[config.mk]
export PLATFORM = sky130hd
export DESIGN_NAME = mem_arbiter
export DESIGN_NICKNAME = d
export VERILOG_FILES = /design/src/rtl/mem_arbiter_pkg.sv /design/src/rtl/mem_arbiter_slot.sv /design/src/rtl/mem_arbiter.sv
export SDC_FILE = /design/constraint.sdc
export NUM_CORES = 1
export LEC_CHECK = 0
export ABC_AREA = 1
export BUFFER_PORTS_ARGS = -buffer_cell sky130_fd_sc_hd__buf_2
export CAP_MARGIN = 20
export CORE_AREA = 3 3 118 120
export DETAILED_ROUTE_END_ITERATION = 6
export DIE_AREA = 0 0 121 123
export PLACE_DENSITY_LB_ADDON = 0.08
export SLEW_MARGIN = 0
export SYNTH_ARGS = -nofsm -noshare
export SYNTH_HDL_FRONTEND = slang
export SYNTH_SLANG_ARGS = --single-unit
[constraint.sdc]
create_clock -name clock -period 4 [get_ports clock]
set_input_delay 0.4 -clock clock [delete_from_list [all_inputs] [get_ports clock]]
set_output_delay 0.4 -clock clock [all_outputs]
set_load 0.1 [all_outputs]
[src/rtl/mem_arbiter_pkg.sv]
// Shared types for the fetch/data memory arbiter: FSM states and the
// captured-request record used by the pending slots and the issue mux.
package mem_arbiter_pkg;

   localparam int unsigned ARB_XLEN = 32;
   localparam int unsigned ARB_ALEN = 32;

   typedef enum logic [1:0] {
      IDLE,
      BUSY_I,
      BUSY_D
   } arbiter_state_type;

   typedef struct packed {
      logic                valid;
      logic                fence;
      logic                instr;
      logic [ARB_ALEN-1:0] addr;
      logic [ARB_XLEN-1:0] wdata;
      logic [3:0]          wstrb;
   } arb_req_type;

endpackage

[src/rtl/mem_arbiter_slot.sv]
// One-entry request capture register; load wins over clear.
module arb_slot
   import mem_arbiter_pkg::*;
(
   input  logic        clock,
   input  logic        reset,
   input  logic        load,
   input  logic        clear,
   input  arb_req_type d,
   output arb_req_type q
);

   always_ff @(posedge clock or posedge reset) begin
      if (reset) begin
         q <= '0;
      end else if (load) begin
         q <= d;
      end else if (clear) begin
         q.valid <= 1'b0;
      end
   end

endmodule

[src/rtl/mem_arbiter.sv]
// Shares one memory port between fetch and data requesters: one buffered
// request per side, data priority, zero-latency issue, combinational responses.
module mem_arbiter
   import mem_arbiter_pkg::*;
#(
   parameter int unsigned XLEN = ARB_XLEN,
   parameter int unsigned ALEN = ARB_ALEN
) (
   input  logic            clock,
   input  logic            reset,
   input  logic            i_valid,
   input  logic [ALEN-1:0] i_addr,
   output logic            i_ready,
   output logic [XLEN-1:0] i_rdata,
   input  logic            d_valid,
   input  logic            d_fence,
   input  logic [ALEN-1:0] d_addr,
   input  logic [XLEN-1:0] d_wdata,
   input  logic [3:0]      d_wstrb,
   output logic            d_ready,
   output logic [XLEN-1:0] d_rdata,
   output logic            m_valid,
   output logic            m_fence,
   output logic            m_instr,
   output logic [ALEN-1:0] m_addr,
   output logic [XLEN-1:0] m_wdata,
   output logic [3:0]      m_wstrb,
   input  logic            m_ready,
   input  logic [XLEN-1:0] m_rdata,
   output logic            err
);

   if (XLEN != ARB_XLEN || ALEN != ARB_ALEN) begin : g_width_check
      $error("mem_arbiter: XLEN/ALEN must match mem_arbiter_pkg widths");
   end

   arbiter_state_type state, state_next;
   arb_req_type       pend_i, pend_d, new_i, new_d, win;
   logic              active, err_q;
   logic              i_done, d_done, can_issue, issue;
   logic              i_viol, d_viol, i_acc, d_acc;
   logic              sel_pd, sel_nd, sel_pi, sel_ni;
   logic              load_i, clear_i, load_d, clear_d;

   // Outputs stay quiet for the first cycle after reset; requests are ignored then too.
   always_ff @(posedge clock or posedge reset) begin
      if (reset) begin
         state  <= IDLE;
         active <= 1'b0;
         err_q  <= 1'b0;
      end else begin
         state  <= state_next;
         active <= 1'b1;
         if (i_viol || d_viol) err_q <= 1'b1;
      end
   end

   arb_slot u_slot_i (
      .clock (clock),
      .reset (reset),
      .load  (load_i),
      .clear (clear_i),
      .d     (new_i),
      .q     (pend_i)
   );

   arb_slot u_slot_d (
      .clock (clock),
      .reset (reset),
      .load  (load_d),
      .clear (clear_d),
      .d     (new_d),
      .q     (pend_d)
   );

   always_comb begin
      new_i       = '0;
      new_i.valid = 1'b1;
      new_i.instr = 1'b1;
      new_i.addr  = i_addr;

      new_d       = '0;
      new_d.valid = 1'b1;
      new_d.fence = d_fence;
      new_d.addr  = d_addr;
      new_d.wdata = d_wdata;
      new_d.wstrb = d_wstrb;

      i_done    = active && (state == BUSY_I) && m_ready;
      d_done    = active && (state == BUSY_D) && m_ready;
      can_issue = active && ((state == IDLE) || i_done || d_done);

      // A request on the cycle its own response returns is a fresh candidate.
      i_viol = active && i_valid && (pend_i.valid || ((state == BUSY_I) && !m_ready));
      d_viol = active && d_valid && (pend_d.valid || ((state == BUSY_D) && !m_ready));
      i_acc  = active && i_valid && !i_viol;
      d_acc  = active && d_valid && !d_viol;

      sel_pd = pend_d.valid;
      sel_nd = !sel_pd && d_acc;
      sel_pi = !sel_pd && !sel_nd && pend_i.valid;
      sel_ni = !sel_pd && !sel_nd && !sel_pi && i_acc;

      win = '0;
      if (sel_pd)      win = pend_d;
      else if (sel_nd) win = new_d;
      else if (sel_pi) win = pend_i;
      else if (sel_ni) win = new_i;

      issue = can_issue && win.valid;

      load_d  = d_acc && !(issue && sel_nd);
      clear_d = issue && sel_pd;
      load_i  = i_acc && !(issue && sel_ni);
      clear_i = issue && sel_pi;

      state_next = state;
      if (issue)                 state_next = win.instr ? BUSY_I : BUSY_D;
      else if (i_done || d_done) state_next = IDLE;

      m_valid = issue;
      m_fence = issue && win.fence;
      m_instr = issue && win.instr;
      m_addr  = issue ? win.addr  : '0;
      m_wdata = issue ? win.wdata : '0;
      m_wstrb = issue ? win.wstrb : '0;

      i_ready = i_done;
      i_rdata = i_done ? m_rdata : '0;
      d_ready = d_done;
      d_rdata = d_done ? m_rdata : '0;
      err     = err_q;
   end

endmodule

# After elaboration in Yosys (flattened, before gate mapping)
# Cells that the tools add are included.
# Widths: inputs -> output; s select.
# op_classes
reduce_logical	45
n_mux	16
n_eq_ne	2
# ops
cell	count
$mux 71	4
$mux 32	4
$logic_and 1x1->1	27
$logic_not 1->1	8
$logic_or 1x1->1	6
$mux 2	3
$reduce_bool 2->1	3
$mux 1	4
$mux 4	1
$eq 2x1->1 const B	1
$eq 2x2->1 const B	1
$logic_not 2->1	1
# totals
ff_bits	108
wordCells	74
input_bits	138
output_inout_bits	138

# Longest topological paths before layout
# logic_depth
ltp_word	22
depth_mapped	10
depth_no_buf	9

# Cells and area by module
# From an unflattened synthesis, not the netlist that was laid out.
# unflattened
hier_cells	1195
hier_area_um2	8483.1
# modules_own_cells
mod	area_each_um2	cells_per_inst	seq_area_each_um2	instances
arb_slot	2802.7	301	1776.7	2
mem_arbiter	2877.8	593	100.1	1

# Worst setup path after synthesis
# OpenSTA, ideal clock, no wires.
# synth_path
path_kind	reg2out
startpoint	register state[1]
endpoint	output port m_wdata[10]
path_stages_with_launch	8
slack_ns	0.194
arrival_time_ns	3.406
n_path_buf	1
t_required_ns	3.600
path_cell_list	dfrtp_1 inv_2 nor3_4 nor2_2 nor2_8 nand2_2 buf_2 a21oi_1
# synth_between
word_cells_on_any_way	33
classes_between	eq/ne (2); mux (5); reduce/logical (26)
# synth_rtl
element	line_no	text
start: declaration	mem_arbiter.sv:37	arbiter_state_type state, state_next;
start signal: assignment	mem_arbiter.sv:52	state <= state_next;
$eq 2x2->1	mem_arbiter.sv:90	d_done = active && (state == BUSY_D) && m_ready;
$logic_and 1x1->1 (2 in a row)	mem_arbiter.sv:90	
via d_ready	mem_arbiter.sv:20	output logic d_ready,
$logic_or 1x1->1	mem_arbiter.sv:91	can_issue = active && ((state == IDLE) || i_done || d_done);
$logic_and 1x1->1	mem_arbiter.sv:91	
$logic_and 1x1->1	mem_arbiter.sv:110	issue = can_issue && win.valid;
$mux 32	mem_arbiter.sv:125	m_wdata = issue ? win.wdata : '0;
end: declaration	mem_arbiter.sv:26	output logic [XLEN-1:0] m_wdata,
# The timed path passes the listed nets, and every way through them passes these cells.

# Final worst setup path
# layout_path
startpoint	register state[0]
endpoint	output port m_wdata[19]
# layout_between
elab_chain_len	19
word_cells_on_any_way	33
classes_between	eq/ne (2); mux (5); reduce/logical (26)
# layout_lines
element	line_no	text
$eq 2x2->1	mem_arbiter.sv:90, mem_arbiter.sv:95	
$logic_and 1x1->1	mem_arbiter.sv:95	d_viol = active && d_valid && (pend_d.valid || ((state == BUSY_D) && !m_ready));
$logic_or 1x1->1	mem_arbiter.sv:95	
$logic_and 1x1->1	mem_arbiter.sv:95	
$logic_not 1->1	mem_arbiter.sv:97	d_acc = active && d_valid && !d_viol;
$logic_and 1x1->1	mem_arbiter.sv:97	
$logic_and 1x1->1	mem_arbiter.sv:100	sel_nd = !sel_pd && d_acc;
$logic_not 1->1	mem_arbiter.sv:101, mem_arbiter.sv:102	
[2 not listed]	-	
$logic_not 1->1	mem_arbiter.sv:102	sel_ni = !sel_pd && !sel_nd && !sel_pi && i_acc;
$logic_and 1x1->1 (2 in a row)	mem_arbiter.sv:102	
$mux 71	mem_arbiter.sv:108	else if (sel_ni) win = new_i;
$mux 71	mem_arbiter.sv:107	else if (sel_pi) win = pend_i;
$mux 71	mem_arbiter.sv:106	else if (sel_nd) win = new_d;
$mux 71	mem_arbiter.sv:105	if (sel_pd) win = pend_d;
$logic_and 1x1->1	mem_arbiter.sv:110	
$mux 32 (*)	mem_arbiter.sv:125	
# Mark *: on every way between the ends. The rest lies on a longest branch, timed or not.

==> flow_summary_export.csv <==
group,metric,value,unit
route,drcViolationCount,0,
clocking,root_buffer,"clkbuf_16",
floorplan,core-area,0.0131,mm^2
power,vdd_drop_max,0.000508,V
synth,synthFlopType,"dfrtp_1",
power,combPwrFrac,57.8,%
worst_setup_path,critPathKind,"reg2out",
synth,post_synth_xor_area_fraction,0,%
worst_setup_path,ff2ff_path_depth,7,
synth,synth_area_leaders,"dfrtp_1, nand2_1, nor2_1",
worst_setup_path,rr_endpoint,"u_slot_i.q[49]",
final_layout,nets,1266,
power,clock_power_share,13.9,%
final_layout,diodes,0,
worst_setup_path,r2r_start,"u_slot_i.q[70]",
sta,rsz0062_at_grt,"false",
global_routing,grt_pass1_vias,5873,
power,p_switching,3660,uW
power,seqPwrFrac,28.3,%
clocking,clockBufferDepth,2,
sta,fin_crit,3.17,ns
global_routing,grt_overflow,0,
synth,synth_compound_area_share,13.0,%
synth,synth-seq-cells,108,
sta,setup_viol,0,
worst_hold_path,hp-class,"in2async",
sta,hold_slack,0.259,ns
floorplan,rows,42,
synth,yosysTopAreaCellShare,43.5,%
placed_design,gp_congestion,0.834,
synth,yosysMostFrequentCell,"nand2_1",
clocking,htree_levels,3,
power,p_leak,0.00450,uW
worst_setup_path,worstPathArrival,2.77,ns
global_routing,grt_pass1_wl,29700,um
route,first_pass_iters,5,
floorplan,die_w,121,um
global_routing,grt_max_degree,78,
global_routing,grt_antenna_before_repair,0,
sta,finalCritPeriodShare,79.2,%
sta,fin_ws,0.834,ns
floorplan,die_area,0.0149,mm^2
sta,fin_worst_skew,0.00744,ns
worst_setup_path,cp-end-kind,"output port",
sta,setup-tns-final,0,ns
floorplan,start_util,47.5,%
synth,synth_edf_count,0,
worst_setup_path,start_kind,"flip-flop",
clocking,ctsHoldBuffers,0,
sta,worst_pin_slew,1.05,ns
route,drt_iter0_markers,660,
synth,yosys.area_share.adder,0,%
placed_design,dp_hpwl,13200,um
clocking,cts_buffers,9,
synth,synthMuxAreaShare,0,%
clocking,tritoncts,"yes",
route,drt-total-wl,18900,um
synth,avgSynthCellArea,6.99,um^2
synth,yosysWarnings,0,
synth,async_flop_share,100,%
sta,relSlewSlack,30.2,%
worst_setup_path,crit_required,3.60,ns
sta,slew_violations,0,
placed_design,dpl_worst_slack,1.11,ns
final_layout,fin_util,60.5,%
worst_setup_path,max_stage_delay,0.51,ns
power,power_density,834,mW/mm^2
run,maxCapViolations,0,
synth,synth_cell_type_count,30,
synth,syn_inst,889,
sta,hold_viol_final,0,
clocking,clock_sinks,108,
power,swShare,55.4,%
synth,yosys.area.top_type,"dfrtp_1",
clocking,post_cts_buffers,0,
route,vias_per_cell,4.98,
clocking,clk-insertion-delay-late,0.35,ns
power,p_int,2950,uW
final_layout,area_delta_synth_final,27.5,%
worst_setup_path,cp_cell_sequence,"inv_1, nand3_2, nand3_4, inv_2, buf_4, nand2_1, a21oi_1, buf_2",
outcome,outcome,"finished, final reports clean",
final_layout,drive_gt1_share,28.8,%
synth,synth_nets,1027,
sta,fmax,0.316,GHz
synth,synth_top_family_by_area,"simple AND/OR/NAND/NOR gates",
clocking,path_clk_slew,0.07,ns
synth,seq_area_frac_synth,43.5,%
placed_design,place.port_buffers,275,
global_routing,track_usage,24.6,%
floorplan,io_pins,276,
floorplan,dieHeight,123,um
route,avgRoutedWirePerCell,14.4,um
synth,synth_area,0.00621,mm^2
worst_setup_path,critPathSlowestCell,"dfrtp_1",
worst_setup_path,rrSetupSlack,1.11,ns
synth,synth_simple_gate_area_share,33.4,%
route,route.vias.total,6512,
clocking,cts_resized,0,
worst_setup_path,cp_max_fo,31,
route,ant_nets,0,
synth,synth_common_cells,"nand2_1, dfrtp_1, nor2_1",
==> placed cells by master, fill, tap and decap left out, drive strengths merged <==
| cell type | Yosys | layout |
|---|---|---|
| dfrtp | 108 | 108 |
| nand4 | 2 | 2 |
| or3 | 1 | 1 |
| nor3 | 1 | 1 |
| nand2 | 317 | 317 |
| o31ai | 2 | 2 |
| clkbuf | 27 | 12 |
| bufinv | 0 | 1 |
| a21oi | 44 | 44 |
| nand3 | 74 | 74 |
| clkinv | 1 | 2 |
| o211ai | 30 | 30 |
| buf | 33 | 288 |
| nor2 | 102 | 102 |
| conb | 1 | 1 |
| or2 | 8 | 8 |
| o211a | 2 | 2 |
| inv | 73 | 73 |
| o21ai | 63 | 63 |
| clkinvlp | 0 | 1 |
==> worst max-delay path, delay by kind of cell (launching register included) <==
| family | cells | cell delay, ns |
|---|---|---|
| buf+inv | 4 | 1.35 |
| flops | 1 | 0.51 |
| simple gates | 3 | 0.37 |
| compound gates | 1 | 0.17 |
==> how the worst max path moves through the flow <==
stage / start / endpoint / slack, ns / cells after the start
4_1_cts: state[0] / m_wdata[19] / 0.82 / 8
5_1_grt: state[0] / m_wdata[8] / 0.59 / 8
3_5_place_dp: u_slot_i.q[70] / u_slot_i.q[55] / 1.11 / 7
2_1_floorplan: state[1] / m_wdata[10] / 0.19 / 7
3_3_place_gp: m_ready / u_slot_i.q[51] / 1.19 / 10
6_report: state[0] / m_wdata[19] / 0.83 / 8
==> state kept, by name, summed over array words and instances (netlist names) <==
register    cells
active          1
err             1
state           2
u_slot_d.q     70
u_slot_i.q     34
==> cells by family (layout without fill, tap and decap cells) <==
logic type | after synthesis | after routing
AND/OR/NAND/NOR | 505 | 505
other | 1 | 1
flip-flops | 108 | 108
AO/OA/AOI/OAI | 141 | 141
buffers and inverters | 134 | 377
==> area by class of cell <==
class	instances	area, um^2
Clock buffer	12	256
Clock inverter	3	46.3
Fill cell	1237	5160
Inverter	74	280
Multi-Input combinational cell	647	2890
Sequential cell	108	2700
Tap cell	176	220
Timing Repair Buffer	288	1530
==> per-layer routing <==
metal,routed length [um],share of wire (%),global-route usage [%]
met4,363,1.9,7.22
met2,8670,46,37.9
met5,0,0,0
met1,8510,45,35.4
met3,1350,7.2,4.85
==> metrics by stage <==
step           cell area [um^2]  cells  power [uW]
5_1_grt                    7920   1308        7040
4_1_cts                    7920   1308        6640
6_report                   7920   1308        6600
3_5_place_dp               7620   1293        5710
3_3_place_gp               7620   1293        5660
2_1_floorplan              6210    889        4990
==> power groups by stage <==
stage	logic [uW]	registers [uW]	clock network, uW
after floorplan	3180	1800	0
after global placement	3800	1860	0
after detailed placement	3840	1870	0
after CTS	3840	1860	938
after global routing	4130	1920	986
final	3820	1870	919
Power figures use the tool's default switching activity.
